--- config.mk ---
export PLATFORM = sky130hd
export DESIGN_NAME = gemm_tile_scheduler_flat
export DESIGN_NICKNAME = d
export VERILOG_FILES = /design/src/rtl/gemm_pkg.sv /design/src/rtl/gemm_tile_scheduler_if.sv /design/src/rtl/gemm_tile_scheduler.sv /design/src/flat_wrapper.sv
export SDC_FILE = /design/constraint.sdc
export NUM_CORES = 1
export LEC_CHECK = 0
export ABC_AREA = 1
export CAP_MARGIN = 10
export CORE_AREA = 8 8 109 111
export CTS_CLUSTER_DIAMETER = 50
export DETAILED_ROUTE_END_ITERATION = 6
export DIE_AREA = 0 0 117 119
export PLACE_DENSITY = 0.7
export SYNTH_ARGS = -nofsm -noshare
export SYNTH_HDL_FRONTEND = slang
export SYNTH_SLANG_ARGS = --single-unit
--- constraint.sdc ---
create_clock -name clk_i -period 3.2 [get_ports clk_i]
set_clock_uncertainty 0.1 [all_clocks]
set_input_delay 0.64 -clock clk_i [delete_from_list [all_inputs] [get_ports clk_i]]
set_output_delay 0.64 -clock clk_i [all_outputs]
set_load 0.05 [all_outputs]
--- src/rtl/gemm_pkg.sv ---
// Shared types and helpers for the GEMM tile scheduler.
package gemm_pkg;

  localparam int GemmSizeW = 8;

  typedef enum logic [2:0] {
    IDLE,
    LAUNCH,
    WAIT,
    ADVANCE,
    FINISH
  } sched_state_e;

  // One guard bit above the size width keeps X + lanes-1 from wrapping.
  function automatic logic [GemmSizeW:0] ceil_div_pow2(input logic [GemmSizeW:0] x,
                                                       input int unsigned lg2);
    logic [GemmSizeW:0] bias;
    bias = ((GemmSizeW+1)'(1) << lg2) - (GemmSizeW+1)'(1);
    return (x + bias) >> lg2;
  endfunction

endpackage

--- src/rtl/gemm_tile_scheduler_if.sv ---
// Scheduler-to-core tile handshake: start pulse plus tile coordinates, done pulse back.
interface gemm_tile_scheduler_if #(
  parameter int SizeAddrWidth = 8
);
  logic                     start;
  logic [SizeAddrWidth-1:0] k_size;
  logic [SizeAddrWidth-1:0] n_size;
  logic [SizeAddrWidth-1:0] m_count;
  logic [SizeAddrWidth-1:0] n_count;
  logic                     done;

  modport master (output start, k_size, n_size, m_count, n_count, input done);
  modport slave  (input start, k_size, n_size, m_count, n_count, output done);
endinterface

--- src/rtl/gemm_tile_scheduler.sv ---
// Walks an M x N GEMM job tile by tile (N inner, M outer), one core start per tile.
//
// state   | meaning
// IDLE    | ready for a job request
// LAUNCH  | one-cycle start pulse to the core
// WAIT    | core working on current tile
// ADVANCE | step tile counters or decide job is complete
// FINISH  | one-cycle job-done pulse
module gemm_tile_scheduler
  import gemm_pkg::*;
#(
  parameter int SizeAddrWidth    = GemmSizeW,
  parameter int NumParallelLanes = 4,
  parameter int TileCntWidth     = 16
) (
  input  logic                     clk_i,
  input  logic                     rst_ni,
  input  logic                     cfg_valid_i,
  output logic                     cfg_ready_o,
  input  logic [SizeAddrWidth-1:0] M_size_i,
  input  logic [SizeAddrWidth-1:0] K_size_i,
  input  logic [SizeAddrWidth-1:0] N_size_i,
  input  logic                     abort_i,
  gemm_tile_scheduler_if.master    core,
  output logic                     busy_o,
  output logic                     done_o,
  output logic                     aborted_o,
  output logic                     err_o,
  output logic [TileCntWidth-1:0]  tiles_done_o
);

  localparam int unsigned LaneLog2 = $clog2(NumParallelLanes);

  sched_state_e             state_q, state_d;
  logic [SizeAddrWidth-1:0] k_q, k_d, n_q, n_d;
  logic [SizeAddrWidth:0]   mt_q, mt_d, nt_q, nt_d;
  logic [SizeAddrWidth-1:0] m_cnt_q, m_cnt_d, n_cnt_q, n_cnt_d;
  logic [TileCntWidth-1:0]  tiles_q, tiles_d;
  logic                     err_q, err_d, aborted_q, aborted_d;
  logic                     zero_req;

  assign zero_req = (M_size_i == '0) || (K_size_i == '0) || (N_size_i == '0);

  always_comb begin
    state_d   = state_q;
    k_d       = k_q;
    n_d       = n_q;
    mt_d      = mt_q;
    nt_d      = nt_q;
    m_cnt_d   = m_cnt_q;
    n_cnt_d   = n_cnt_q;
    tiles_d   = tiles_q;
    err_d     = 1'b0;
    aborted_d = 1'b0;

    if (abort_i && (state_q != IDLE)) begin
      state_d   = IDLE;
      aborted_d = 1'b1;
    end else begin
      case (state_q)
        IDLE: begin
          if (cfg_valid_i) begin
            if (zero_req) begin
              err_d = 1'b1;
            end else begin
              k_d     = K_size_i;
              n_d     = N_size_i;
              mt_d    = ceil_div_pow2((GemmSizeW+1)'(M_size_i), LaneLog2);
              nt_d    = ceil_div_pow2((GemmSizeW+1)'(N_size_i), LaneLog2);
              m_cnt_d = SizeAddrWidth'(1);
              n_cnt_d = SizeAddrWidth'(1);
              tiles_d = '0;
              state_d = LAUNCH;
            end
          end
        end
        LAUNCH: state_d = WAIT;
        WAIT: begin
          if (core.done) begin
            if (tiles_q != '1) tiles_d = tiles_q + TileCntWidth'(1);
            state_d = ADVANCE;
          end
        end
        ADVANCE: begin
          if ({1'b0, n_cnt_q} < nt_q) begin
            n_cnt_d = n_cnt_q + SizeAddrWidth'(1);
            state_d = LAUNCH;
          end else if ({1'b0, m_cnt_q} < mt_q) begin
            n_cnt_d = SizeAddrWidth'(1);
            m_cnt_d = m_cnt_q + SizeAddrWidth'(1);
            state_d = LAUNCH;
          end else begin
            state_d = FINISH;
          end
        end
        FINISH:  state_d = IDLE;
        default: state_d = IDLE;
      endcase
    end
  end

  always_ff @(posedge clk_i or negedge rst_ni) begin
    if (!rst_ni) begin
      state_q   <= IDLE;
      k_q       <= '0;
      n_q       <= '0;
      mt_q      <= '0;
      nt_q      <= '0;
      m_cnt_q   <= SizeAddrWidth'(1);
      n_cnt_q   <= SizeAddrWidth'(1);
      tiles_q   <= '0;
      err_q     <= 1'b0;
      aborted_q <= 1'b0;
    end else begin
      state_q   <= state_d;
      k_q       <= k_d;
      n_q       <= n_d;
      mt_q      <= mt_d;
      nt_q      <= nt_d;
      m_cnt_q   <= m_cnt_d;
      n_cnt_q   <= n_cnt_d;
      tiles_q   <= tiles_d;
      err_q     <= err_d;
      aborted_q <= aborted_d;
    end
  end

  // An abort landing on LAUNCH/FINISH suppresses that cycle's pulse.
  assign core.start   = (state_q == LAUNCH) && !abort_i;
  assign done_o       = (state_q == FINISH) && !abort_i;
  assign core.k_size  = k_q;
  assign core.n_size  = n_q;
  assign core.m_count = m_cnt_q;
  assign core.n_count = n_cnt_q;
  assign busy_o       = (state_q != IDLE);
  assign cfg_ready_o  = (state_q == IDLE);
  assign aborted_o    = aborted_q;
  assign err_o        = err_q;
  assign tiles_done_o = tiles_q;

endmodule
--- src/flat_wrapper.sv ---
// flat-port wrapper written by rule: the top's interface ports become plain ports
module gemm_tile_scheduler_flat import gemm_pkg::*;
#(
  parameter int SizeAddrWidth    = GemmSizeW,
  parameter int NumParallelLanes = 4,
  parameter int TileCntWidth     = 16
)
  (clk_i, rst_ni, cfg_valid_i, cfg_ready_o, M_size_i, K_size_i, N_size_i, abort_i, busy_o, done_o, aborted_o, err_o, tiles_done_o, core_start, core_k_size, core_n_size, core_m_count, core_n_count, core_done);
  gemm_tile_scheduler_if #(.SizeAddrWidth(SizeAddrWidth)) core_i ();
  input  logic clk_i;
  input  logic rst_ni;
  input  logic cfg_valid_i;
  output logic cfg_ready_o;
  input  logic [SizeAddrWidth-1:0] M_size_i;
  input  logic [SizeAddrWidth-1:0] K_size_i;
  input  logic [SizeAddrWidth-1:0] N_size_i;
  input  logic abort_i;
  output logic busy_o;
  output logic done_o;
  output logic aborted_o;
  output logic err_o;
  output logic [TileCntWidth-1:0] tiles_done_o;
  output wire logic [$bits(core_i.start)-1:0] core_start;
  output wire logic [$bits(core_i.k_size)-1:0] core_k_size;
  output wire logic [$bits(core_i.n_size)-1:0] core_n_size;
  output wire logic [$bits(core_i.m_count)-1:0] core_m_count;
  output wire logic [$bits(core_i.n_count)-1:0] core_n_count;
  input wire logic [$bits(core_i.done)-1:0] core_done;
  assign core_start = core_i.start;
  assign core_k_size = core_i.k_size;
  assign core_n_size = core_i.n_size;
  assign core_m_count = core_i.m_count;
  assign core_n_count = core_i.n_count;
  assign core_i.done = core_done;
  gemm_tile_scheduler #(.SizeAddrWidth(SizeAddrWidth), .NumParallelLanes(NumParallelLanes), .TileCntWidth(TileCntWidth)) u_core (.clk_i(clk_i), .rst_ni(rst_ni), .cfg_valid_i(cfg_valid_i), .cfg_ready_o(cfg_ready_o), .M_size_i(M_size_i), .K_size_i(K_size_i), .N_size_i(N_size_i), .abort_i(abort_i), .core(core_i), .busy_o(busy_o), .done_o(done_o), .aborted_o(aborted_o), .err_o(err_o), .tiles_done_o(tiles_done_o));
endmodule
### Word-level counts from Yosys, hierarchy flattened

Cells that the tools add are included.

| operators by class | value |
|---|---|
| add/subtract/negate cells | 5 |
| magnitude comparators | 2 |
| eq/ne operators | 15 |
| mux-type cells | 25 |
| bitwise logic cells | 2 |
| reduce and logical (&&, ||, !) cells | 18 |

Operators by type and width:

| operator | number |
|---|---|
| 16-bit 2-to-1 mux | 4 |
| 8-bit 2-to-1 mux | 6 |
| 16-bit case mux with 2 select lines | 1 |
| 8-bit case mux with 2 select lines | 2 |
| 8-bit zero test | 3 |
| 8-bit by 2-bit adder with 9-bit output (second input constant) | 2 |
| 3-bit 2-to-1 mux | 6 |
| 16-bit by 1-bit adder with 16-bit output (second input constant) | 1 |
| 8-bit by 1-bit adder with 8-bit output (second input constant) | 2 |
| 8-bit by 7-bit less-than comparator with 1-bit output | 2 |
| 16-bit != test (second input constant) | 1 |
| 3-bit case mux with 4 select lines | 1 |
| 6-bit AND reduction | 2 |
| 2-bit != test (second input constant) | 4 |
| 3-bit by 2-bit equality test with 1-bit output (second input constant) | 2 |
| 3-bit by 2-bit != test with 1-bit output (second input constant) | 2 |
| 1-bit 2-to-1 mux | 5 |
| 5-bit AND reduction | 1 |
| 2-bit by 1-bit != test with 1-bit output (second input constant) | 2 |
| 4-bit AND reduction | 1 |
| 2-bit nonzero test | 2 |
| 3-bit by 1-bit equality test with 1-bit output (second input constant) | 1 |
| 3-bit equality test (second input constant) | 1 |
| 1-bit logical AND | 3 |
| other kinds (8) | 10 |

| word-level totals | value |
|---|---|
| register bits | 67 |
| input port bits | 29 |
| output and inout port bits | 54 |
| word-level logic and storage cells | 77 |

### Depth between registers and ports, before layout

| logic depth | value |
|---|---|
| depth after elaboration | 7 |
| mapped depth | 12 |
| gate-level depth less buffers | 12 |

### Worst setup path before layout

No wires, ideal clock.

| timing path | value |
|---|---|
| kind | input port to output port |
| from | input port abort_i |
| to | output port done_o |
| data arrival time | 2.089 ns |
| data required time | 2.460 ns |
| slack | 0.371 ns |
| stages | 1 |
| path buffers | 0 |
| cell sequence | nor4_1 |

| between the ends | value |
|---|---|
| cells in the longest elaborated chain, start to end | 2 |

Ends and longest elaborated chain:

| item | line | text |
|---|---|---|
| start, declared | flat_wrapper.sv:17 | `input logic abort_i;` |
| 1-bit zero test | gemm_tile_scheduler.sv:130 | `assign done_o = (state_q == FINISH) && !abort_i;` |
| 1-bit logical AND | gemm_tile_scheduler.sv:130 |  |
| end, declared | flat_wrapper.sv:19 | `output logic done_o;` |

Every way passes these cells.

### Final worst setup path

| timing path | value |
|---|---|
| from | register u_core.state_q[0] |
| to | output port cfg_ready_o |

| between the ends | value |
|---|---|
| cells in the longest elaborated chain, start to end | 1 |

Ends and longest elaborated chain:

| item | line | text |
|---|---|---|
| start, declared | gemm_tile_scheduler.sv:34 | `sched_state_e state_q, state_d;` |
| start signal, assigned | gemm_tile_scheduler.sv:115 | `state_q <= state_d;` |
| 3-bit zero test | gemm_tile_scheduler.sv:136 | `assign cfg_ready_o = (state_q == IDLE);` |
| end, declared | flat_wrapper.sv:13 | `output logic cfg_ready_o;` |

Every way passes these cells.

==> results_dict.tcl <==
set metrics [dict create \
    syn-num-nets 576 \
    firstDrtPassIters 4 \
    vias 3709 \
    p_leak_nw 2.46 \
    grt_overflow 0 \
    cts-hold-fix-buffers 0 \
    vias_per_cell 4.89 \
    num_io_pins 83 \
    reg2reg_setup_slack_ps 770 \
    ys.flop_type "dfrtp_1" \
    cp.arrival_ps 2000 \
    outcome "finished clean" \
    crit_required_ps 2460 \
    synth.most_common_cell "nand2_1" \
    synth_edf_count 0 \
    nNetsFinal 662 \
    gp_congestion 0.818 \
    synth_commonest_cells "162 x nand2_1, 65 x dfrtp_1, 56 x inv_1, 54 x nor2_1, 43 x nand3_1" \
    worst_ir_drop_vdd_mv 0.575 \
    n_antenna_cell 0 \
    slew-limit-headroom_pct 46.4 \
    grt_pass1_vias 3859 \
    synth_area_um2 3970 \
    swShare_pct 46.8 \
    reg2reg_depth 10 \
    crit_path_end_kind "output port" \
    slowest_stage "clkdlybuf4s50_1" \
    fin_ws_ps 455 \
    fin_crit_sh_pct 85.8 \
    crit_chain "nor2_4 > nand2_4 > inv_2 > clkdlybuf4s50_1" \
    combPwrFrac_pct 48.2 \
    cts_resized 0 \
    area_growth_pct 29.2 \
    crit_path_max_incr_delay_ps 830 \
    synthTopCellsByArea "dfrtp_1 41%, nand2_1 15%, nand3_1 5.4%, inv_1 5.3%, nor2_1 5.1%" \
    cts_num_sinks 67 \
    yosys_warnings 0 \
    ant_nets 0 \
    start_kind "flip-flop" \
    yosysTopAreaCellShare_pct 41.0 \
    r2r_start "u_core.state_q[0]" \
    syn_inst 532 \
    crit_family "buffers and inverters" \
    cts_tree "built" \
    antenna_found_initial 0 \
    core-area_um2 10100 \
    reg2reg_to "u_core.tiles_done_o[8]" \
    grt_usage_pct 15.8 \
    hold_viol 0 \
    period_needed_ps 2740 \
    syn_avg_cell_area_um2 7.46 \
    setup_viol 0 \
    yosys.area.top_type "dfrtp_1" \
    max-cap-violations 0 \
    finalMaxSlewViolations 0 \
    start_util_pct 39.3 \
    insertion_delay_ps 350 \
    finalPower_mw 3.81 \
    cts_root_buf "clkbuf_8" \
    synthArstFlopShare_pct 100 \
    rsz0062_at_grt "no" \
    power.internal_mw 2.03 \
    synth_cell_types 32 \
    power.share.clock_pct 19.4 \
    wl_per_cell_um 13.8 \
    ys_ff_latch 67 \
    drc 0 \
    grt_max_degree 36 \
    row_count 37 \
    initialDrtViolationCount 204 \
    critPathKind "flip-flop to output port" \
    clk_pin_slew_ps 90 \
    dpl.hpwl_um 7890 \
    pre_cts_ws_ps 544 \
    post_cts_buffers 0 \
    routed_wl_um 10400 \
    drive_above_1_share_pct 8.83 \
    powerDensity_nw_per_um2 743 \
    portBuffers 82 \
    min_path_type "input port to async pin" \
    switchingPower_mw 1.78 \
    die_w_um 117 \
    clk_path_buf_depth 2 \
    path_max_fanout 5 \
    tns_ps 0 \
    tightestPinTransition_ps 804 \
    htreeDepth 3 \
    die_h_um 119 \
    seq_area_frac_synth_pct 42.3 \
    grt_pass1_wl_um 17900 \
    pwr-share-seq_pct 32.4 \
    cts_made_buffers 9 \
    fmax_ghz 0.364 \
    die-area_um2 13900 \
    critPathBufInv 2 \
]
worst register-to-register path, delay by kind of cell (launching register included):
| family | cells | cell delay (ps) |
|---|---|---|
| DFF | 1 | 440 |
| buffers and inverters | 3 | 550 |
| and+or+nand+nor | 6 | 1170 |
| AOI/OAI and AO/OA | 1 | 80 |
metal layers:
metal  vias up  part of all wire, %  GRT usage (%)
met5         -                    0              0
met4         0                  2.1           8.09
met3        16                  5.4           3.59
met2        86                   47           24.6
met1      1720                   46           20.0
li1       1887                    -              -
kinds of logic (layout without fill, tap and decap cells):
group | Yosys count | after routing | synth area share [%]
AOI/OAI and AO/OA | 56 | 56 | 7.76
xor gates and xnor gates | 12 | 12 | 2.65
adders and majority gates | 15 | 15 | 4.73
buffers and inverters | 71 | 162 | 7.44
DFF | 67 | 67 | 42.3
and+or+nand+nor | 311 | 311 | 35.1
flip-flops by register name, summed over array words and instances (netlist names):
| signal | count |
|---|---|
| u_core.aborted_o | 1 |
| u_core.err_o | 1 |
| u_core.mt_q | 7 |
| u_core.core.n_count | 8 |
| u_core.core.n_size | 8 |
| u_core.core.k_size | 8 |
| u_core.core.m_count | 8 |
| u_core.state_q | 3 |
| u_core.nt_q | 7 |
| u_core.tiles_done_o | 16 |
worst max path at each step:
stage / startpoint / endpoint / slack [ps] / cells after the start
4_1_cts: u_core.state_q[0] / cfg_ready_o / 430 / 4
5_1_grt: u_core.state_q[0] / cfg_ready_o / 360 / 4
3_3_place_gp: M_size_i[1] / u_core.mt_q[5] / 550 / 10
6_report: u_core.state_q[0] / cfg_ready_o / 460 / 4
3_5_place_dp: M_size_i[1] / u_core.mt_q[5] / 540 / 10
2_1_floorplan: abort_i / done_o / 370 / 1
power by group through the flow:
stage          clock, mW  combinational [mW]  sequential [mW]
2_1_floorplan          0               0.823             1.69
3_3_place_gp           0                1.81             1.25
3_5_place_dp           0                1.85             1.24
4_1_cts            0.755                1.85             1.24
5_1_grt            0.795                2.02             1.27
6_report           0.737                1.84             1.24
placed cells by master, fill, tap and decap left out, types with 4 or more instances in the layout:
master	synthesis	layout
o31ai_1	5	5
clkbuf_8	0	10
xor2_1	9	9
or2_2	13	13
ha_1	15	15
dfrtp_1	65	65
a21oi_1	23	23
o21ai_0	19	19
nor2_1	54	54
buf_4	2	6
o21ai_1	7	7
nand3_1	43	43
nand3_2	4	4
inv_1	56	56
nand3b_1	5	5
clkdlybuf4s50_1	0	79
nand2_1	162	162
nor3_1	4	4
nand4_1	16	16
layout make-up:
type | instances | area, µm²
clock buffers | 10 | 138
clock inverters | 6 | 63.8
fillers | 976 | 4960
inverters | 59 | 221
multi-input cells | 394 | 1990
flip-flops and latches | 67 | 1680
well taps | 136 | 170
repair buffers | 87 | 861
metrics by stage:
stage / utilization, % / std cells / hold WS [ps] / cell area, µm²
floorplan: - / 532 / 244 / 3970
global placement: 48.8 / 743 / 357 / 4930
detailed placement: 48.8 / 743 / 357 / 4930
CTS: 50.8 / 759 / 293 / 5130
global route: 50.8 / 759 / 324 / 5130
finish: 50.8 / 759 / 272 / 5130
(Power assumes the default switching activity.)
